`src/rtl/fpu_op_sequencer.sv`:
```
// rtl/fpu_op_sequencer.sv - issue/wait/response sequencer for one FPU datapath operation at a time
module fpu_op_sequencer #(
    parameter int TIMEOUT = 16,
    parameter int FLAG_W  = 5
) (
    input  logic              clk,
    input  logic              rst_n,
    input  logic              req_valid,
    input  logic [1:0]        req_op,
    output logic              req_ready,
    output logic              dp_start,
    output logic [1:0]        dp_op,
    input  logic              dp_done,
    input  logic [FLAG_W-1:0] dp_flags,
    output logic              rsp_valid,
    input  logic              rsp_ready,
    output logic [FLAG_W-1:0] rsp_flags,
    output logic              rsp_timeout,
    output logic [FLAG_W-1:0] flags_sticky,
    input  logic              flags_clr,
    input  logic [FLAG_W-1:0] irq_en,
    output logic              irq,
    output logic              busy
);

    typedef enum logic [1:0] {IDLE, ISSUE, WAIT, RESP} state_t;

    // Abort fires when the incremented count would reach TIMEOUT-1, so the
    // response lands exactly TIMEOUT cycles after dp_start.
    localparam logic [7:0]        CNT_LAST     = 8'(TIMEOUT - 2);
    localparam logic [FLAG_W-1:0] INVALID_FLAG = FLAG_W'(1) << (FLAG_W - 1);

    state_t             state_q, state_d;
    logic [7:0]         cnt_q;
    logic [1:0]         dp_op_q;
    logic [FLAG_W-1:0]  rsp_flags_q;
    logic               rsp_timeout_q;
    logic [FLAG_W-1:0]  sticky_q, sticky_d;
    logic               irq_q;
    logic               load_rsp;
    logic [FLAG_W-1:0]  new_flags;
    logic               new_timeout;

    always_comb begin
        state_d     = state_q;
        load_rsp    = 1'b0;
        new_flags   = dp_flags;
        new_timeout = 1'b0;
        case (state_q)
            IDLE:  if (req_valid) state_d = ISSUE;
            ISSUE: state_d = WAIT;
            WAIT: begin
                if (dp_done) begin
                    load_rsp = 1'b1;
                    state_d  = RESP;
                end else if (cnt_q == CNT_LAST) begin
                    load_rsp    = 1'b1;
                    new_flags   = INVALID_FLAG;
                    new_timeout = 1'b1;
                    state_d     = RESP;
                end
            end
            RESP:  if (rsp_ready) state_d = IDLE;
            default: state_d = IDLE;
        endcase
    end

    // A clear coinciding with a capture keeps only the freshly captured flags.
    always_comb begin
        sticky_d = sticky_q;
        if (load_rsp) begin
            sticky_d = flags_clr ? new_flags : (sticky_q | new_flags);
        end else if (flags_clr) begin
            sticky_d = '0;
        end
    end

    always_ff @(posedge clk or negedge rst_n) begin
        if (!rst_n) begin
            state_q       <= IDLE;
            cnt_q         <= '0;
            dp_op_q       <= '0;
            rsp_flags_q   <= '0;
            rsp_timeout_q <= 1'b0;
            sticky_q      <= '0;
            irq_q         <= 1'b0;
        end else begin
            state_q  <= state_d;
            sticky_q <= sticky_d;
            irq_q    <= |(sticky_q & irq_en);
            if (state_q == IDLE && req_valid) begin
                dp_op_q <= req_op;
            end
            if (state_q == ISSUE) begin
                cnt_q <= '0;
            end else if (state_q == WAIT) begin
                cnt_q <= cnt_q + 8'd1;
            end
            if (load_rsp) begin
                rsp_flags_q   <= new_flags;
                rsp_timeout_q <= new_timeout;
            end
        end
    end

    assign req_ready    = (state_q == IDLE);
    assign dp_start     = (state_q == ISSUE);
    assign dp_op        = dp_op_q;
    assign rsp_valid    = (state_q == RESP);
    assign rsp_flags    = rsp_flags_q;
    assign rsp_timeout  = rsp_timeout_q;
    assign flags_sticky = sticky_q;
    assign irq          = irq_q;
    assign busy         = (state_q != IDLE);

endmodule

```
`config.mk`:
```
export PLATFORM = sky130hd
export DESIGN_NAME = fpu_op_sequencer
export DESIGN_NICKNAME = d
export VERILOG_FILES = /design/src/rtl/fpu_op_sequencer.sv
export SDC_FILE = /design/constraint.sdc
export NUM_CORES = 1
export LEC_CHECK = 0
export BUFFER_PORTS_ARGS = -buffer_cell sky130_fd_sc_hd__buf_2
export CAP_MARGIN = 5
export CORE_ASPECT_RATIO = 0.75
export CORE_UTILIZATION = 50
export DETAILED_ROUTE_END_ITERATION = 10
export GPL_ROUTABILITY_DRIVEN = 0
export PLACE_DENSITY = 0.78
export SYNTH_ARGS = -nofsm -noshare
export SYNTH_HDL_FRONTEND = slang
export SYNTH_SLANG_ARGS = --single-unit
```
`constraint.sdc`:
```
create_clock -name clk -period 2.45 [get_ports clk]
set_clock_uncertainty 0.1 [all_clocks]
set_input_delay 0.1225 -clock clk [delete_from_list [all_inputs] [get_ports clk]]
set_output_delay 0.1225 -clock clk [all_outputs]
set_load 0.02 [all_outputs]
```
==> flow_summary_export.csv, run 1 <==
group,metric,value,unit
logic_synthesis,synth_largest_type_area_fraction,49.1,%
detailed_routing,firstDrtPassIters,6,
cells_and_area,antenna_cells_inserted,0,
power_and_ir_drop,p_leak,0.805,nW
cells_and_area,design.final.nets,199,
floorplanning,floorplan.die.width,59.1,um
detailed_routing,wirelength,3100,um
clock_tree,tritoncts,"built",
sta,timing_worst_slew_pin_value,0.525,ns
power_and_ir_drop,switching_share,44.2,%
floorplanning,die_area,2650,um^2
global_routing,number_of_antenna_violations_at_the_first_check_in_global_routing,0,
power_and_ir_drop,p_per_area,1070,nW/um^2
setup_path,crit_path_top_delay_cell,"dlygate4sd3_1",
sta,post-route-min-period,2.27,ns
setup_path,critPathLaunchType,"register",
clock_tree,cts.root.buffer_cell,"clkbuf_4",
logic_synthesis,avgSynthCellArea,9.95,um^2
sta,final_max_slew_viol_count,0,
logic_synthesis,postSynthRegisterBits,24,
cells_and_area,layout-drive-gt1-share,24.3,%
global_routing,gr-usage-met2,42.3,%
global_routing,grt_pass1_vias,1072,
power_and_ir_drop,logic_gate_share_of_total_power,49.8,%
global_routing,grt_pass1_wl,4930,um
clock_tree,ctsLongestPathBuffers,2,
outcome,outcome,"complete, no violations",
cells_and_area,filler_cell_count,188,
logic_synthesis,synth.cell_area,1220,um^2
clock_tree,cts_max_level,1,
clock_tree,post_cts_buffers,0,
sta,setup_violations,0,
logic_synthesis,mappedNetlistNets,148,
power_and_ir_drop,switching_power,0.000754,W
logic_synthesis,postSynthCellCount,123,
setup_path,critical_path.top_delay_family,"buffers and inverters",
min_path,min_to,"rsp_flags[4]",
clock_tree,post_cts_resize_count,0,
global_routing,global_route.overflow_total,0,
logic_synthesis,yosysSeqAreaShare,49.1,%
detailed_routing,route.detailed.vias_per_inst,5.73,
floorplanning,floorplan.initialDensity,53.0,%
logic_synthesis,ys_types,33,
floorplanning,ios,36,
setup_path,cp_num_buf_inv,2,
clock_tree,clk_pin_slew_worst_paths,0.14,ns
logic_synthesis,yosysTopAreaCell,"dfrtp_1",
setup_path,critical-path-max-stage-delay,0.57,ns
setup_path,worst-endpoint-arrival,2.44,ns
power_and_ir_drop,seq_power_share,37.5,%
detailed_routing,drc,0,
logic_synthesis,ys.warnings.count,0,
clock_tree,clock_sinks,24,
placed_design,i_o_buffers,35,
min_path,timing.hold.worst_path_depth,3,
power_and_ir_drop,p_int,0.000950,W
setup_path,critPathMaxFanout,10,
setup_path,path_cells,"inv_1, ha_1, and2_0, nand2_1, o21ai_0, dlygate4sd3_1",
global_routing,grt_util_met1,33.4,%
global_routing,busiest_layer,"met2",
job,max_cap_violations,0,
sta,timing.fmax,0.441,GHz
clock_tree,clock_latency,0.33,ns
sta,grt_setup_unrepaired,"no",
floorplanning,die_h,44.8,um
logic_synthesis,ys_top_cells_by_area,"dfrtp_1, ha_1, o21ai_0",
global_routing,track_usage,26.0,%
detailed_routing,detail-route-antenna-nets,0,
sta,slew_headroom,65.0,%
setup_path,end_kind,"register",
detailed_routing,first_iter_violations,53,
floorplanning,core_area,2310,um^2
setup_path,timing.rr.end,"flags_sticky[1]",
placed_design,place_hpwl,2100,um
sta,min_period_over_period,92.5,%
detailed_routing,detailroute.via_count,1186,
min_path,worst_hold_startpoint,"dp_done",
global_routing,grt_start_max_net_pins,25,
setup_path,reg2regPathDepth,6,
power_and_ir_drop,power_frac_clock,12.7,%
setup_path,crit_required,2.63,ns
detailed_routing,avgRoutedWirePerCell,15.0,um
cells_and_area,syn_to_final_growth,30.8,%
floorplanning,rows,15,
global_routing,global_route.usage.met3,6.88,%
power_and_ir_drop,worst_ir_drop_vdd,0.000458,V
setup_path,slack_of_the_worst_reg_to_reg_path,0.18,ns
setup_path,crit_type,"reg -> reg",
sta,finalHoldViolations,0,
min_path,worst_hold_path_type,"in -> reg",
sta,final_tns_setup,0,ns
clock_tree,cts_made_buffers,3,
setup_path,worstReg2RegStart,"state_q[0]",
power_and_ir_drop,post-layout-total-power,0.00170,W
synth_stat cells:
| master | number |
|---|---|
| a211o_1 | 2 |
| a21o_1 | 1 |
| a21oi_1 | 3 |
| a222oi_1 | 1 |
| a22oi_1 | 3 |
| a311oi_1 | 1 |
| a31oi_1 | 2 |
| and2_0 | 1 |
| and2_1 | 1 |
| and3_1 | 1 |
| and4b_1 | 1 |
| clkbuf_1 | 2 |
| dfrtp_1 | 24 |
| ha_1 | 7 |
| inv_1 | 14 |
| mux2_2 | 2 |
| mux2i_1 | 1 |
| nand2_1 | 12 |
| nand2b_1 | 7 |
| nand3_1 | 2 |
| nand3_2 | 1 |
| nor2_1 | 2 |
| nor2b_1 | 3 |
| nor3_1 | 2 |
| nor4_1 | 1 |
| o211ai_1 | 1 |
| o21ai_0 | 12 |
| o221ai_1 | 4 |
| o22ai_1 | 1 |
| o311a_1 | 1 |
| o31ai_1 | 3 |
| or3_1 | 2 |
| or4_1 | 2 |
layer usage:
metal,share of wire (%),vias up
met4,3.5,0
met2,48,63
met1,42,562
met3,6.3,19
met5,0,-
li1,-,542
area by class of cell:
type                       count  area (um^2)  share of cell area (%)
multi-input combinational     83          563                    35.2
sequential                    24          601                    37.5
clock buffer                   4         36.3                    2.27
tap                           34         42.5                    2.66
timing repair buffer          48          305                    19.1
inverter                      14         52.6                    3.28
per-stage QoR:
stage                     instances  setup WS, ns  hold slack (ns)  cell area [um^2]  utilization (%)
after global routing            207        0.0597           0.0369              1600             69.3
after CTS                       207         0.218           0.0223              1600             69.3
final                           207         0.183           0.0280              1600             69.3
after floorplan                 123         0.709           -0.273              1220                -
after detailed placement        190         0.511           0.0375              1430             62.1
after global placement          190         0.639           0.0286              1430             62.1
cell usage in the layout (no fill, tap or decap), types with 2 or more instances in the layout:
master and instances:
buf_2 35, dfrtp_1 24, inv_1 14, dlygate4sd3_1 13
nand2_1 12, o21ai_0 12, nand2b_1 7, ha_1 7
o221ai_1 4, a22oi_1 3, nor2b_1 3, o31ai_1 3
a21oi_1 3, clkbuf_4 3, nor3_1 2, or4_1 2
nand3_1 2, a211o_1 2, or3_1 2, a31oi_1 2
mux2_2 2, nor2_1 2
registers in the layout, indices dropped and copies added, names as in the netlist:
| signal | cells |
|---|---|
| flags_sticky | 5 |
| cnt_q | 8 |
| rsp_timeout | 1 |
| rsp_flags | 5 |
| state_q | 2 |
| dp_op | 2 |
| irq | 1 |
power groups by stage:
stage / registers (W) / logic (W) / clock network, W
4_1_cts: 0.000637 / 0.000843 / 0.000223
2_1_floorplan: 0.000720 / 0.000473 / 0
3_3_place_gp: 0.000631 / 0.000779 / 0
6_report: 0.000639 / 0.000849 / 0.000217
5_1_grt: 0.000656 / 0.000928 / 0.000246
3_5_place_dp: 0.000648 / 0.000801 / 0
how the worst max path moves through the flow:
stage	slack [ns]	from	to	depth (start not counted)
4_1_cts	0.22	state_q[0]	flags_sticky[1]	6
3_5_place_dp	0.51	state_q[0]	cnt_q[7]	5
3_3_place_gp	0.64	state_q[0]	cnt_q[7]	5
2_1_floorplan	0.71	state_q[0]	cnt_q[7]	5
5_1_grt	0.06	state_q[0]	flags_sticky[1]	6
6_report	0.18	state_q[0]	flags_sticky[1]	6
kinds of logic after synthesis:
kind of cell | count (synthesis) | synth area share (%)
buffers and inverters | 16 | 4.91
DFF | 24 | 49.1
AOI/OAI and AO/OA | 35 | 19.2
and+or+nand+nor | 38 | 17.0
muxes | 3 | 2.66
adders and majority gates | 7 | 7.16
worst reg2reg max path, stage by stage (launching register included):
cell	delay, ns
dfrtp_1	0.45
inv_1	0.14
ha_1	0.37
and2_0	0.33
nand2_1	0.15
o21ai_0	0.10
dlygate4sd3_1	0.57
repair_timing:
item | CTS | global route
endpoints found under the hold margin | 37 | 0
setup endpoints to repair | 0 | 0
hold buffers | 13 | 0
(Power assumes the default switching activity.)
==> run 2: changes to the inputs <==
--- a/config.mk
+++ b/config.mk
@@ -5,13 +5,14 @@
 export SDC_FILE = /design/constraint.sdc
 export NUM_CORES = 1
 export LEC_CHECK = 0
+export ABC_AREA = 1
 export BUFFER_PORTS_ARGS = -buffer_cell sky130_fd_sc_hd__buf_2
 export CAP_MARGIN = 5
 export CORE_ASPECT_RATIO = 0.75
-export CORE_UTILIZATION = 50
+export CORE_MARGIN = 5
+export CORE_UTILIZATION = 33
 export DETAILED_ROUTE_END_ITERATION = 10
 export GPL_ROUTABILITY_DRIVEN = 0
-export PLACE_DENSITY = 0.78
 export SYNTH_ARGS = -nofsm -noshare
 export SYNTH_HDL_FRONTEND = slang
 export SYNTH_SLANG_ARGS = --single-unit
==> run 2 against run 1 <==
Combinational power is 4.2% lower; synthesized cell count is 15% higher; cell count is 8.2% higher; fmax is 42% higher; sequential share of layout area is 2.0 points higher; critical path depth stayed put; flip-flop and latch count stayed put; critical endpoint is now cnt_q[3].
==> flow_summary_export.csv, run 2 <==
group,metric,value,unit
floorplanning,rows,18,
setup_path,critPathLaunchType,"register",
global_routing,number_of_antenna_violations_at_the_first_check_in_global_routing,0,
logic_synthesis,most_instantiated_cells_after_synthesis,"nand2_1, dfrtp_1, inv_1",
floorplanning,ios,36,
setup_path,crit_path_top_delay_cell,"ha_1",
clock_tree,clock_sinks,24,
setup_path,end_kind,"register",
setup_path,critical-path-max-stage-delay,0.43,ns
detailed_routing,firstDrtPassIters,4,
sta,post-route-min-period,1.60,ns
clock_tree,cts_made_buffers,3,
sta,final_tns_setup,0,ns
detailed_routing,detail-route-antenna-nets,0,
clock_tree,tritoncts,"built",
floorplanning,floorplan.initialDensity,35.4,%
setup_path,worst-endpoint-arrival,1.65,ns
clock_tree,post_cts_resize_count,0,
logic_synthesis,async_flop_share,100,%
floorplanning,floorplan.die.width,79.5,um
power_and_ir_drop,p_leak,0.871,nW
logic_synthesis,mappedNetlistNets,166,
logic_synthesis,yosysTopAreaCell,"dfrtp_1",
cells_and_area,antenna_cells_inserted,0,
cells_and_area,syn_to_final_growth,27.1,%
detailed_routing,detailroute.via_count,998,
logic_synthesis,ys_types,22,
logic_synthesis,ys.warnings.count,0,
cells_and_area,max_ffs_per_register,8,
global_routing,global_route.overflow_total,0,
detailed_routing,wirelength,2560,um
logic_synthesis,postSynthCellCount,141,
floorplanning,die_area,4940,um^2
detailed_routing,route.detailed.vias_per_inst,4.46,
sta,finalHoldViolations,0,
cells_and_area,layout-drive-gt1-share,26.1,%
logic_synthesis,synth.cell_area,1190,um^2
cells_and_area,most-common-layout-cells,"nand2_1, buf_2, dfrtp_1, inv_1",
sta,fin_worst_setup_slack,0.849,ns
sta,final_max_slew_viol_count,0,
global_routing,grt_start_max_net_pins,25,
cells_and_area,filler_cell_count,334,
min_path,worst_hold_path_type,"in -> reg",
sta,timing_worst_slew_pin_value,0.526,ns
power_and_ir_drop,worst_ir_drop_vdd,0.000420,V
placed_design,i_o_buffers,35,
logic_synthesis,synth_largest_type_area_fraction,50.3,%
sta,setup_violations,0,
clock_tree,cts.root.buffer_cell,"clkbuf_8",
logic_synthesis,yosysSeqAreaShare,50.3,%
clock_tree,holdBufCountCts,7,
logic_synthesis,number_of_flops_mapped_to_enable_cells_by_yosys,0,
placed_design,place_hpwl,2010,um
logic_synthesis,postSynthRegisterBits,24,
setup_path,critPathMaxFanout,8,
logic_synthesis,ys_top_cells_by_area,"dfrtp_1, nand2_1, ha_1",
clock_tree,clock_latency,0.26,ns
logic_synthesis,dominantRegCellSynth,"dfrtp_1",
setup_path,cp_num_buf_inv,1,
clock_tree,cts_max_level,1,
setup_path,path_cells,"inv_1, ha_1, nand2_1, nor2_2, xnor2_1, nor2_1",
sta,timing.fmax,0.624,GHz
logic_synthesis,synth_most_common_cell,"nand2_1",
outcome,outcome,"complete, no violations",
global_routing,track_usage,11.5,%
clock_tree,clk_pin_slew_worst_paths,0.08,ns
detailed_routing,drc,0,
detailed_routing,avgRoutedWirePerCell,11.4,um
clock_tree,ctsLongestPathBuffers,2,
floorplanning,die_h,62.1,um
sta,min_period_over_period,65.4,%
cells_and_area,most_flops_register,"cnt_q",
clock_tree,post_cts_buffers,0,
setup_path,critical_path.top_delay_family,"adder cells",
logic_synthesis,avgSynthCellArea,8.47,um^2
global_routing,grt_pass1_vias,1055,
setup_path,crit_required,2.50,ns
floorplanning,core_area,3380,um^2
sta,slew_headroom,64.9,%
setup_path,slack_of_the_worst_reg_to_reg_path,0.85,ns
cells_and_area,design.final.nets,211,
job,max_cap_violations,0,
cells_and_area,final_common_cell,"nand2_1",
global_routing,grt_pass1_wl,4710,um
detailed_routing,first_iter_violations,41,
setup_path,crit_type,"reg -> reg",
cells_and_area,layoutNonFillerInstCount,224,
placed_design,post-place-ws,0.860,ns
placed_design,dpl.cell_count,214,
sta,grt_setup_unrepaired,"no",
power_and_ir_drop,p_per_area,1100,nW/um^2
## run 2: cell count changes after synthesis, moves of 4 or more
| cell | delta |
|---|---|
| o221ai_1 | -4 |
| nand2_1 | +32 |
| o21ai_0 | -7 |
| nor2_1 | +7 |
| inv_1 | +6 |
| nand2b_1 | -7 |
| nand3_1 | +7 |
## run 2: final cells by class
type                    instances  area [um^2]  area share, %
clock buffers                   3         41.3           2.72
multi-input cells              95          507           33.4
repair buffers                 42          245           16.1
flip-flops and latches         24          601           39.5
well taps                      40         50.0           3.29
inverters                      20         75.1           4.94
## run 2: tightest hold or removal path: stages
cell and delay (ns):
buf_2 0.09, inv_1 0.05, o21ai_0 0.07
## run 2: kinds of logic after synthesis
logic type	synth area share (%)
buffers and inverters	7.33
AO/OA/AOI/OAI	6.39
flip-flops	50.3
adder cells (fa/ha/maj)	7.33
AND/OR/NAND/NOR	26.1
XOR/XNOR	0.733
multiplexers	1.88
## run 2: routing by layer
metal / vias to the layer above / part of all wire, % / track usage (%)
li1: 528 / - / -
met1: 448 / 46 / 14.9
met2: 20 / 47 / 18.9
met3: 2 / 5.9 / 3.03
met4: 0 / 1.0 / 3.22
met5: - / 0 / 0
## run 2: metrics by stage
stage | total power, W | util, % | hold slack [ns] | instance area, um^2
finish | 0.00167 | 45.0 | 0.0321 | 1520
global route | 0.00182 | 45.0 | 0.0419 | 1520
CTS | 0.00170 | 45.0 | 0.0269 | 1520
detailed placement | 0.00145 | 41.7 | 0.0403 | 1410
global placement | 0.00142 | 41.7 | 0.0332 | 1410
floorplan | 0.00121 | - | -0.273 | 1190
## run 2: path summary, 6_finish.rpt
path                              start         endpoint  cells after the start
min reg2reg                rsp_flags[2]     rsp_flags[2]                      2
min in group asynchronous         rst_n         cnt_q[7]                      2
max reg2reg                  state_q[0]         cnt_q[3]                      6
min                         dp_flags[1]  flags_sticky[1]                      3
max                          state_q[0]         cnt_q[3]                      6
max in group asynchronous         rst_n     rsp_flags[0]                      2
## run 2: report_power, final
| group | leakage, nW | total, W | switching [W] | internal (W) |
|---|---|---|---|---|
| clock | 0.0216 | 0.000220 | 0.000111 | 0.000110 |
| sequential | 0.310 | 0.000636 | 0.0000987 | 0.000537 |
| combinational | 0.540 | 0.000813 | 0.000513 | 0.000300 |
